[config.mk]
export PLATFORM = sky130hd
export DESIGN_NAME = usb2_ep_in_packer
export DESIGN_NICKNAME = d
export VERILOG_FILES = /design/src/rtl/usb2_ep_in_packer.sv
export SDC_FILE = /design/constraint.sdc
export NUM_CORES = 1
export LEC_CHECK = 0
export ABC_AREA = 1
export BUFFER_PORTS_ARGS = -buffer_cell sky130_fd_sc_hd__buf_2
export CORE_MARGIN = 5
export CORE_UTILIZATION = 54
export DETAILED_ROUTE_END_ITERATION = 6
export PLACE_DENSITY_LB_ADDON = 0.05
export SYNTH_ARGS = -nofsm -noshare
export SYNTH_HDL_FRONTEND = slang
export SYNTH_SLANG_ARGS = --single-unit
[constraint.sdc]
create_clock -name ext_clk -period 1.9 [get_ports ext_clk]
set_clock_uncertainty 0.05 [all_clocks]
set_input_delay 0.095 -clock ext_clk [delete_from_list [all_inputs] [get_ports ext_clk]]
set_output_delay 0.095 -clock ext_clk [all_outputs]
set_load 0.1 [all_outputs]
[src/rtl/usb2_ep_in_packer.sv]
// usb2_ep_in_packer: IN-endpoint packetiser in the ext_clk domain.
// Packs a byte stream into endpoint buffer packets. A packet closes on MAX_PKT
// bytes, s_last, an idle timeout or enable falling, and each packet is handed
// over with a 4-phase commit/commit_ack handshake.
// Optional build macro: USB2_PACKER_TS_SYNC_EN (drop bytes until TS sync 0x47
// is seen at a 188-byte packet boundary).
//
// state       | meaning
// IDLE        | waiting for enable && buf_in_ready
// FILL        | accepting stream bytes into the buffer
// COMMIT      | commit raised, waiting for ack high
// WAIT_ACK_LO | commit dropped, waiting for ack low
module usb2_ep_in_packer #(
  parameter int ADDR_W       = 11,
  parameter int MAX_PKT      = 512,
  parameter int FLUSH_CYCLES = 4096
) (
  input  logic              ext_clk,
  input  logic              reset_n,
  input  logic              enable,
  input  logic [7:0]        s_data,
  input  logic              s_valid,
  input  logic              s_last,
  output logic              s_ready,
  output logic [ADDR_W-1:0] buf_in_addr,
  output logic [7:0]        buf_in_data,
  output logic              buf_in_wren,
  input  logic              buf_in_ready,
  output logic              buf_in_commit,
  output logic [10:0]       buf_in_commit_len,
  input  logic              buf_in_commit_ack,
  output logic [15:0]       stat_pkt_cnt,
  output logic [15:0]       stat_drop_cnt
);

  localparam int CW = ADDR_W + 1;
  localparam int TW = $clog2(FLUSH_CYCLES) + 1;
  localparam logic [CW-1:0] LP_CNT_LAST = CW'(MAX_PKT - 1);
  localparam logic [TW-1:0] LP_TMR_LAST = TW'(FLUSH_CYCLES - 1);

  typedef enum logic [1:0] {
    S_IDLE        = 2'd0,
    S_FILL        = 2'd1,
    S_COMMIT      = 2'd2,
    S_WAIT_ACK_LO = 2'd3
  } state_t;

  state_t            r_state;
  state_t            w_state_nxt;
  logic [CW-1:0]     r_cnt;
  logic [TW-1:0]     r_timer;
  logic [ADDR_W-1:0] r_addr;
  logic [7:0]        r_data;
  logic              r_wren;
  logic              r_commit;
  logic [10:0]       r_commit_len;
  logic [15:0]       r_pkt_cnt;

  logic w_accept;
  logic w_write;
  logic w_drop;
  logic w_ack_hit;

`ifdef USB2_PACKER_TS_SYNC_EN
  logic [7:0]  r_pos;
  logic [15:0] r_drop_cnt;

  // A byte arriving at a TS boundary that is not a sync byte is swallowed.
  assign w_drop        = w_accept && (r_pos == 8'd0) && (s_data != 8'h47);
  assign stat_drop_cnt = r_drop_cnt;

  // TS position tracks 188-byte alignment across USB packets; enable low resyncs.
  always_ff @(posedge ext_clk or negedge reset_n) begin
    if (!reset_n)        r_pos <= 8'd0;
    else if (!enable)    r_pos <= 8'd0;
    else if (w_write)    r_pos <= (r_pos == 8'd187) ? 8'd0 : r_pos + 8'd1;
  end

  // Saturating count of swallowed bytes.
  always_ff @(posedge ext_clk or negedge reset_n) begin
    if (!reset_n)                              r_drop_cnt <= 16'd0;
    else if (w_drop && r_drop_cnt != 16'hFFFF) r_drop_cnt <= r_drop_cnt + 16'd1;
  end
`else
  assign w_drop        = 1'b0;
  assign stat_drop_cnt = 16'd0;
`endif

  // State register.
  always_ff @(posedge ext_clk or negedge reset_n) begin
    if (!reset_n) r_state <= S_IDLE;
    else          r_state <= w_state_nxt;
  end

  // Next-state logic; enable low wins over a same-cycle byte.
  always_comb begin
    w_state_nxt = r_state;
    case (r_state)
      S_IDLE: begin
        if (enable && buf_in_ready) w_state_nxt = S_FILL;
      end
      S_FILL: begin
        if (!enable)
          w_state_nxt = (r_cnt != '0) ? S_COMMIT : S_IDLE;
        else if (w_write && (r_cnt == LP_CNT_LAST || s_last))
          w_state_nxt = S_COMMIT;
        else if (!w_write && r_cnt != '0 && r_timer == LP_TMR_LAST)
          w_state_nxt = S_COMMIT;
      end
      S_COMMIT: begin
        if (w_ack_hit) w_state_nxt = S_WAIT_ACK_LO;
      end
      S_WAIT_ACK_LO: begin
        if (!buf_in_commit_ack) w_state_nxt = S_IDLE;
      end
      default: w_state_nxt = S_IDLE;
    endcase
  end

  // Combinational outputs and handshake qualifiers, derived from state only.
  always_comb begin
    s_ready   = (r_state == S_FILL);
    w_accept  = s_ready && s_valid && enable;
    w_write   = w_accept && !w_drop;
    w_ack_hit = (r_state == S_COMMIT) && r_commit && buf_in_commit_ack;
  end

  // Byte count and idle timer; the timer only runs once a packet has content.
  always_ff @(posedge ext_clk or negedge reset_n) begin
    if (!reset_n) begin
      r_cnt   <= '0;
      r_timer <= '0;
    end else if (r_state == S_IDLE) begin
      r_cnt   <= '0;
      r_timer <= '0;
    end else if (r_state == S_FILL) begin
      if (w_write) begin
        r_cnt   <= r_cnt + 1'b1;
        r_timer <= '0;
      end else if (r_cnt != '0) begin
        r_timer <= r_timer + 1'b1;
      end
    end
  end

  // Buffer write port: one-cycle strobe, address/data hold between writes.
  always_ff @(posedge ext_clk or negedge reset_n) begin
    if (!reset_n) begin
      r_wren <= 1'b0;
      r_addr <= '0;
      r_data <= 8'd0;
    end else begin
      r_wren <= w_write;
      if (w_write) begin
        r_addr <= r_cnt[ADDR_W-1:0];
        r_data <= s_data;
      end
    end
  end

  // Commit request: raised one cycle into COMMIT, length held until next commit.
  always_ff @(posedge ext_clk or negedge reset_n) begin
    if (!reset_n) begin
      r_commit     <= 1'b0;
      r_commit_len <= 11'd0;
    end else if (w_ack_hit) begin
      r_commit <= 1'b0;
    end else if (r_state == S_COMMIT && !r_commit) begin
      r_commit     <= 1'b1;
      r_commit_len <= 11'(r_cnt);
    end
  end

  // Committed packet counter, wraps.
  always_ff @(posedge ext_clk or negedge reset_n) begin
    if (!reset_n)       r_pkt_cnt <= 16'd0;
    else if (w_ack_hit) r_pkt_cnt <= r_pkt_cnt + 16'd1;
  end

  assign buf_in_addr       = r_addr;
  assign buf_in_data       = r_data;
  assign buf_in_wren       = r_wren;
  assign buf_in_commit     = r_commit;
  assign buf_in_commit_len = r_commit_len;
  assign stat_pkt_cnt      = r_pkt_cnt;

endmodule

==> impl_metrics.ini, run 1 <==
[outcome]
status = finished clean

[global_routing]
grt_use_total = 0.197
grt-ovfl-total = 0
grt_pass1_vias = 2890
antenna_found_initial = 0
grt_max_degree = 76
grt_pass1_wl_mm = 13.4

[die]
io_pins = 80
start_util = 0.549
coreArea_mm2 = 0.00668
die-area_mm2 = 0.00854
num_rows = 30
die_h_um = 92.4
dieWidth_um = 92.4

[cts]
cts.sinks = 75
cts.path.max_buffers = 2
cts_tree = built
clock_latency_ns = 0.36
cts-htree-levels = 3
postCtsSetupBuffers = 0
clockRootBuffer = clkbuf_8
path_clk_slew_ns = 0.08
cts_buffers = 9

[sta]
period_share = 0.914
rsz0062_at_grt = false
timing.fmax_mhz = 576
layout_setup_ws_ns = 0.164
period_needed_ns = 1.74
setup_viol = 0
hold_viol_final = 0
drv_slew = 0
finalSetupTns_ns = 0

[power]
p_sw_mw = 2.73
powerDensity_mw_per_mm2 = 1290
clkPwrFrac = 0.234
power_leakage_nw = 2.26
power_mw = 5.66
pwr-share-comb = 0.423
ir_drop_mv = 1.02
p_int_mw = 2.93
seqPwrFrac = 0.344
switching_share = 0.483

[min_path]
hold_class = input port to register
hold_path_depth = 3
hold_path.startpoint = buf_in_commit_ack

[drt]
drc = 0
vias = 2967
drtIter0Drc = 113
ant_nets = 0
wl_per_cell_um = 13.0
avgViaCountPerCell = 4.96
routed_wl_mm = 7.80
first_pass_iters = 4

[placed_design]
io_buffer_count = 63
dp_slack_ns = 0.124
dp_hpwl_mm = 5.53
gp_congestion = 0.857

[cells_and_area]
n_fill_cell = 591
layout.nets = 532
syn2layout_area_growth_pct = 19.6
num_antenna_cells = 0
layout_commonest_cell = nand2_1
fin_util = 0.656
drive_gt1_frac = 0.239
layout_common_cells = nand2_1 (116), dfrtp_1 (66), buf_2 (63), o21ai_0 (37)

[critical_path]
crit_start = r_cnt[1]
worstPathArrival_ns = 1.93
cp.required_ns = 2.09
critPathLaunchType = register
crit_path_end_kind = register
cp_max_fo = 13
rr_worst_depth = 10
crit_type = register to register
reg2reg_from = r_cnt[1]

[synth]
synthCells = 430
syn_area_mm2 = 0.00367
avgSynthCellArea_um2 = 8.53
yosysSeqAreaShare = 0.512
yosys.cell_types.count = 38
yosys_warnings = 0
ys.flop_type = dfrtp_1
async_flop_share = 1.00
ys_ff_latch = 75
synth_edf_count = 0

[run]
max_cap_violations = 0
-- timing repair --
| action | in CTS | in global routing |
|---|---|---|
| endpoints found under the setup margin | 0 | 3 |
| hold buffers | 9 | 0 |
| endpoints found under the hold margin | 83 | 0 |
| gates resized for setup | 0 | 3 |
-- state kept, by name, summed over array words and instances, names as in the netlist, named ones only --
register,count
stat_pkt_cnt,16
r_state,1
r_cnt,12
buf_in_commit,1
buf_in_wren,1
buf_in_addr,11
r_timer,13
buf_in_commit_len,11
buf_in_data,8
-- synthesized netlist by cell type (2+ instances only) --
library cell	n	area [µm²]
xnor2_1	4	35.0
nor2_2	2	12.5
clkbuf_1	5	18.8
nand3_1	18	90.1
xor2_1	12	105
nor3_2	2	20.0
buf_2	2	10.0
dfrtp_1	75	1880
nor2_4	3	33.8
nor3_1	5	25.0
o22ai_1	2	12.5
nand2_2	2	12.5
a31oi_1	2	12.5
o21ai_0	37	185
ha_1	4	50.1
nand4_1	9	56.3
buf_4	16	120
nor2_1	38	143
nand2_1	116	435
o21ai_1	3	15.0
inv_2	8	30.0
a211oi_1	2	15.0
inv_1	37	139
a21oi_1	11	55.1
nand3_2	2	20.0
-- kinds of logic (layout without fill, tap and decap cells) --
group	after synthesis	after routing	synth area share
adders and majority gates	4	4	0.0137
xor gates and xnor gates	17	17	0.0427
DFF	75	75	0.512
AOI/OAI and AO/OA	60	60	0.0884
buffers and inverters	70	143	0.0915
other	1	16	0.00102
and+or+nand+nor	203	203	0.251
-- metrics by stage --
stage | cell area (µm²) | hold WS (ns) | instances
floorplan | 3740 | -0.251 | 445
global placement | 4080 | 0.111 | 573
detailed placement | 4080 | 0.114 | 573
CTS | 4380 | 0.0527 | 598
global route | 4380 | 0.0804 | 598
finish | 4380 | 0.0662 | 598
-- area by class of cell --
class	count	area, µm²	share of cell area
timing repair buffer	81	485	0.111
inverter	46	175	0.0400
multi-input combinational	300	1530	0.348
clock buffer	11	131	0.0300
tap	80	100	0.0228
sequential	75	1890	0.431
clock inverter	5	78.8	0.0180
-- power groups by stage --
stage	registers [mW]	clock network, mW	logic [mW]
2_1_floorplan	2.98	0	0.935
3_3_place_gp	1.96	0	2.35
3_5_place_dp	1.97	0	2.37
4_1_cts	1.94	1.35	2.39
5_1_grt	1.97	1.43	2.56
6_report	1.95	1.32	2.39
-- worst paths after layout --
path | slack [ns] | to
max in group asynchronous | 1.22 | buf_in_data[2]
hold reg to reg | 0.42 | stat_pkt_cnt[15]
hold / removal | 0.07 | r_state[0]
setup reg to reg | 0.16 | r_timer[3]
setup / recovery | 0.16 | r_timer[3]
min in group asynchronous | 0.25 | buf_in_addr[6]
-- metal layers --
metal  GRT usage  up-vias  part of all wire
met1       0.277     1386              0.49
met2       0.298       64              0.45
met4      0.0854        0            0.0082
li1            -     1513                 -
met5           0        -                 0
met3      0.0366        4             0.051
-- worst max-delay path, stage by stage, from the launching register on --
cell	delay, ns
dfrtp_1	0.38
inv_1	0.13
ha_1	0.17
nand3_1	0.08
nor2_1	0.15
nand2_1	0.09
nand2_1	0.14
nand2_4	0.13
inv_2	0.11
nor2_1	0.05
o21a_1	0.16
Note: power is estimated with default switching activity, not from simulation.
==> run 2, diff against run 1 <==
--- a/config.mk
+++ b/config.mk
@@ -5,11 +5,13 @@
 export SDC_FILE = /design/constraint.sdc
 export NUM_CORES = 1
 export LEC_CHECK = 0
-export ABC_AREA = 1
 export BUFFER_PORTS_ARGS = -buffer_cell sky130_fd_sc_hd__buf_2
+export CELL_PAD_IN_SITES_DETAIL_PLACEMENT = 2
+export CELL_PAD_IN_SITES_GLOBAL_PLACEMENT = 2
 export CORE_MARGIN = 5
-export CORE_UTILIZATION = 54
+export CORE_UTILIZATION = 33
 export DETAILED_ROUTE_END_ITERATION = 6
+export GPL_ROUTABILITY_DRIVEN = 0
 export PLACE_DENSITY_LB_ADDON = 0.05
 export SYNTH_ARGS = -nofsm -noshare
 export SYNTH_HDL_FRONTEND = slang
==> run 2 against run 1 <==
  * Global-route usage is 3.9 points lower
  * Clock power is 17% lower
  * Critical endpoint is now r_timer[4]
  * First-iteration DRC count is 7.1% lower
  * Clock-buffer cell count is 2 higher
  * Total power is 1.2% lower
  * Die area is 53% higher
  * Largest cell class unchanged
  * Non-clock buffer count is 23 higher
  * Highest routed layer unchanged
  * Cell count is 0.50% higher
  * Critical path depth is 3 lower
==> impl_metrics.ini, run 2 <==
[cells_and_area]
drive_gt1_frac = 0.334
largest_reg_flops = 16
num_antenna_cells = 0
fin_area_mm2 = 0.00454
layout_commonest_cell = nand2_1
final_cells = 601
syn2layout_area_growth_pct = 26.2
fin_util = 0.423
layout.nets = 475
layout_common_cells = nand2_1 (77), dfrtp_1 (63), buf_2 (62), buf_4 (28), conb_1 (16)

[global_routing]
grt_pass1_wl_mm = 16.4
grt_pass1_vias = 3257
grt_use_total = 0.158
grt_max_degree = 39
grt-ovfl-total = 0
antenna_found_initial = 0

[synth]
yosys-top-cells-count = nand2_1 (77), dfrtp_1 (75), buf_4 (17), nor2_1 (17), xnor2_1 (15)
yosys_warnings = 0
synth_edf_count = 0
async_flop_share = 1.00
syn_area_mm2 = 0.00360
ys_ff_latch = 75
synth_area_leaders = dfrtp_1 (52%), nand2_1 (8.0%), xnor2_1 (3.6%), buf_4 (3.5%), mux2_2 (3.4%)
yosysSeqAreaShare = 0.521
synthCells = 356
yosys.cell_types.count = 50
synth_top_area_frac = 0.521
synth_most_common_cell = nand2_1
avgSynthCellArea_um2 = 10.1
synth_largest_area_cell = dfrtp_1
ys.flop_type = dfrtp_1

[critical_path]
crit_type = register to register
path_cells = inv_2 > ha_4 > nor4b_2 > buf_4 > a311o_2 > or3_1 > a21oi_1
rr_worst_depth = 7
cp_max_fo = 7
reg2reg_from = r_cnt[0]
crit_end = r_timer[4]
critPathMaxStageDelay_ns = 0.37
critPathLaunchType = register
critPathSlowestCell = dfrtp_1
timing.rr.end = r_timer[4]
cp.required_ns = 2.12
crit_path_end_kind = register
r2r_slack_ns = 0.05
crit_start = r_cnt[0]
worstPathArrival_ns = 2.07

[power]
power_mw = 5.60
power_leakage_nw = 2.27
powerDensity_mw_per_mm2 = 1230
ir_drop_mv = 0.797

[sta]
finalSetupTns_ns = 0
drv_slew = 0
hold_viol_final = 0
period_share = 0.972
timing.fmax_mhz = 541
worst_pin_slew_ns = 0.524
rsz0062_at_grt = true
relSlewSlack = 0.650
period_needed_ns = 1.85
setup_viol = 0

[drt]
wl_per_cell_um = 16.4
drc = 0
first_pass_iters = 4
drtIter0Drc = 105
avgViaCountPerCell = 4.87
vias = 2928
routed_wl_mm = 9.85
ant_nets = 0

[placed_design]
io_buffer_count = 63
place_area_mm2 = 0.00422
dp_hpwl_mm = 7.18
dp.cells = 573

[cts]
cts-htree-levels = 3
cts.path.max_buffers = 2
path_clk_slew_ns = 0.08
clock_latency_ns = 0.35
clockRootBuffer = clkbuf_8
cts.sinks = 75
cts_tree = built
cts_buffers = 9

[die]
start_util = 0.335
dieWidth_um = 114
die-area_mm2 = 0.0131
die_h_um = 114
io_pins = 80
num_rows = 38
coreArea_mm2 = 0.0107

[outcome]
status = finished clean

[min_path]
hold_class = input port to register
hold_path.startpoint = buf_in_commit_ack

[run]
max_cap_violations = 0
==> run 2: cell count changes after synthesis, sizes merged, moves of 5 or more <==
cell / previous run / this run
inv: 46 / 11
buf: 19 / 25
mux2: 0 / 11
nor2: 43 / 17
nand2: 119 / 77
xnor2: 5 / 15
nand4: 10 / 5
nand3: 21 / 14
o21ai: 40 / 11
or3: 0 / 9
nor4: 0 / 5
==> run 2: how the worst min path moves through the flow <==
stage                                       to  depth (start not counted)
detailed placement                  r_timer[5]                          1
finish                              r_state[0]                          3
floorplan           asynchronous set/reset pin                          0
CTS                                 r_state[0]                          3
global route                        r_state[0]                          3
global placement                    r_timer[5]                          1
==> run 2: where the power goes <==
group | total, mW | internal (mW) | switching [mW]
registers | 1.98 | 1.79 | 0.187
logic | 2.53 | 0.551 | 1.98
clock network | 1.09 | 0.506 | 0.582
==> run 2: timing repair <==
| item | CTS | global route |
|---|---|---|
| endpoints found under the hold margin | 46 | 0 |
| hold buffers | 11 | 0 |
| resized for setup | 0 | 14 |
| setup endpoints to repair | 0 | 15 |
| buffers inserted | 0 | 1 |
==> run 2: final cells by class <==
| class | instances | area [µm²] |
|---|---|---|
| sequential | 75 | 1900 |
| clock inverter | 3 | 15.0 |
| fill | 1209 | 6200 |
| clock buffer | 13 | 149 |
| tap | 140 | 175 |
| multi-input combinational | 255 | 1590 |
| timing repair buffer | 104 | 673 |
| inverter | 11 | 41.3 |
==> run 2: cell families (layout without fill, tap and decap cells) <==
logic type | after synthesis | in the layout | share of synthesized area
compound gates | 47 | 47 | 0.0834
fa+ha+maj | 4 | 4 | 0.0139
xor+xnor | 24 | 24 | 0.0584
simple gates | 152 | 152 | 0.220
mux | 12 | 12 | 0.0372
flops | 75 | 75 | 0.521
buf+inv | 41 | 131 | 0.0646
other cells | 1 | 16 | 0.00104
==> run 2: critical path, delay by kind of cell, from the launching register on <==
kind                       cells  cell delay (ns)
adders and majority gates      1             0.15
DFF                            1             0.37
buffers and inverters          2             0.21
AOI/OAI and AO/OA              2             0.53
and+or+nand+nor                2             0.47
==> run 2: metrics by stage <==
stage / hold WS (ns) / setup WS [ns]
after floorplan: -0.251 / 0.000178
final: 0.0671 / 0.0526
after CTS: 0.0463 / 0.00679
after global placement: 0.0676 / 0.0697
after global routing: 0.0562 / -0.0386
after detailed placement: 0.0623 / 0.0261
==> run 2: layer usage <==
metal	vias up	wire length, µm	GRT usage
met5	-	0	0
met4	0	192	0.0594
met3	13	347	0.0317
met2	51	4790	0.258
met1	1475	4520	0.206
li1	1389	-	-
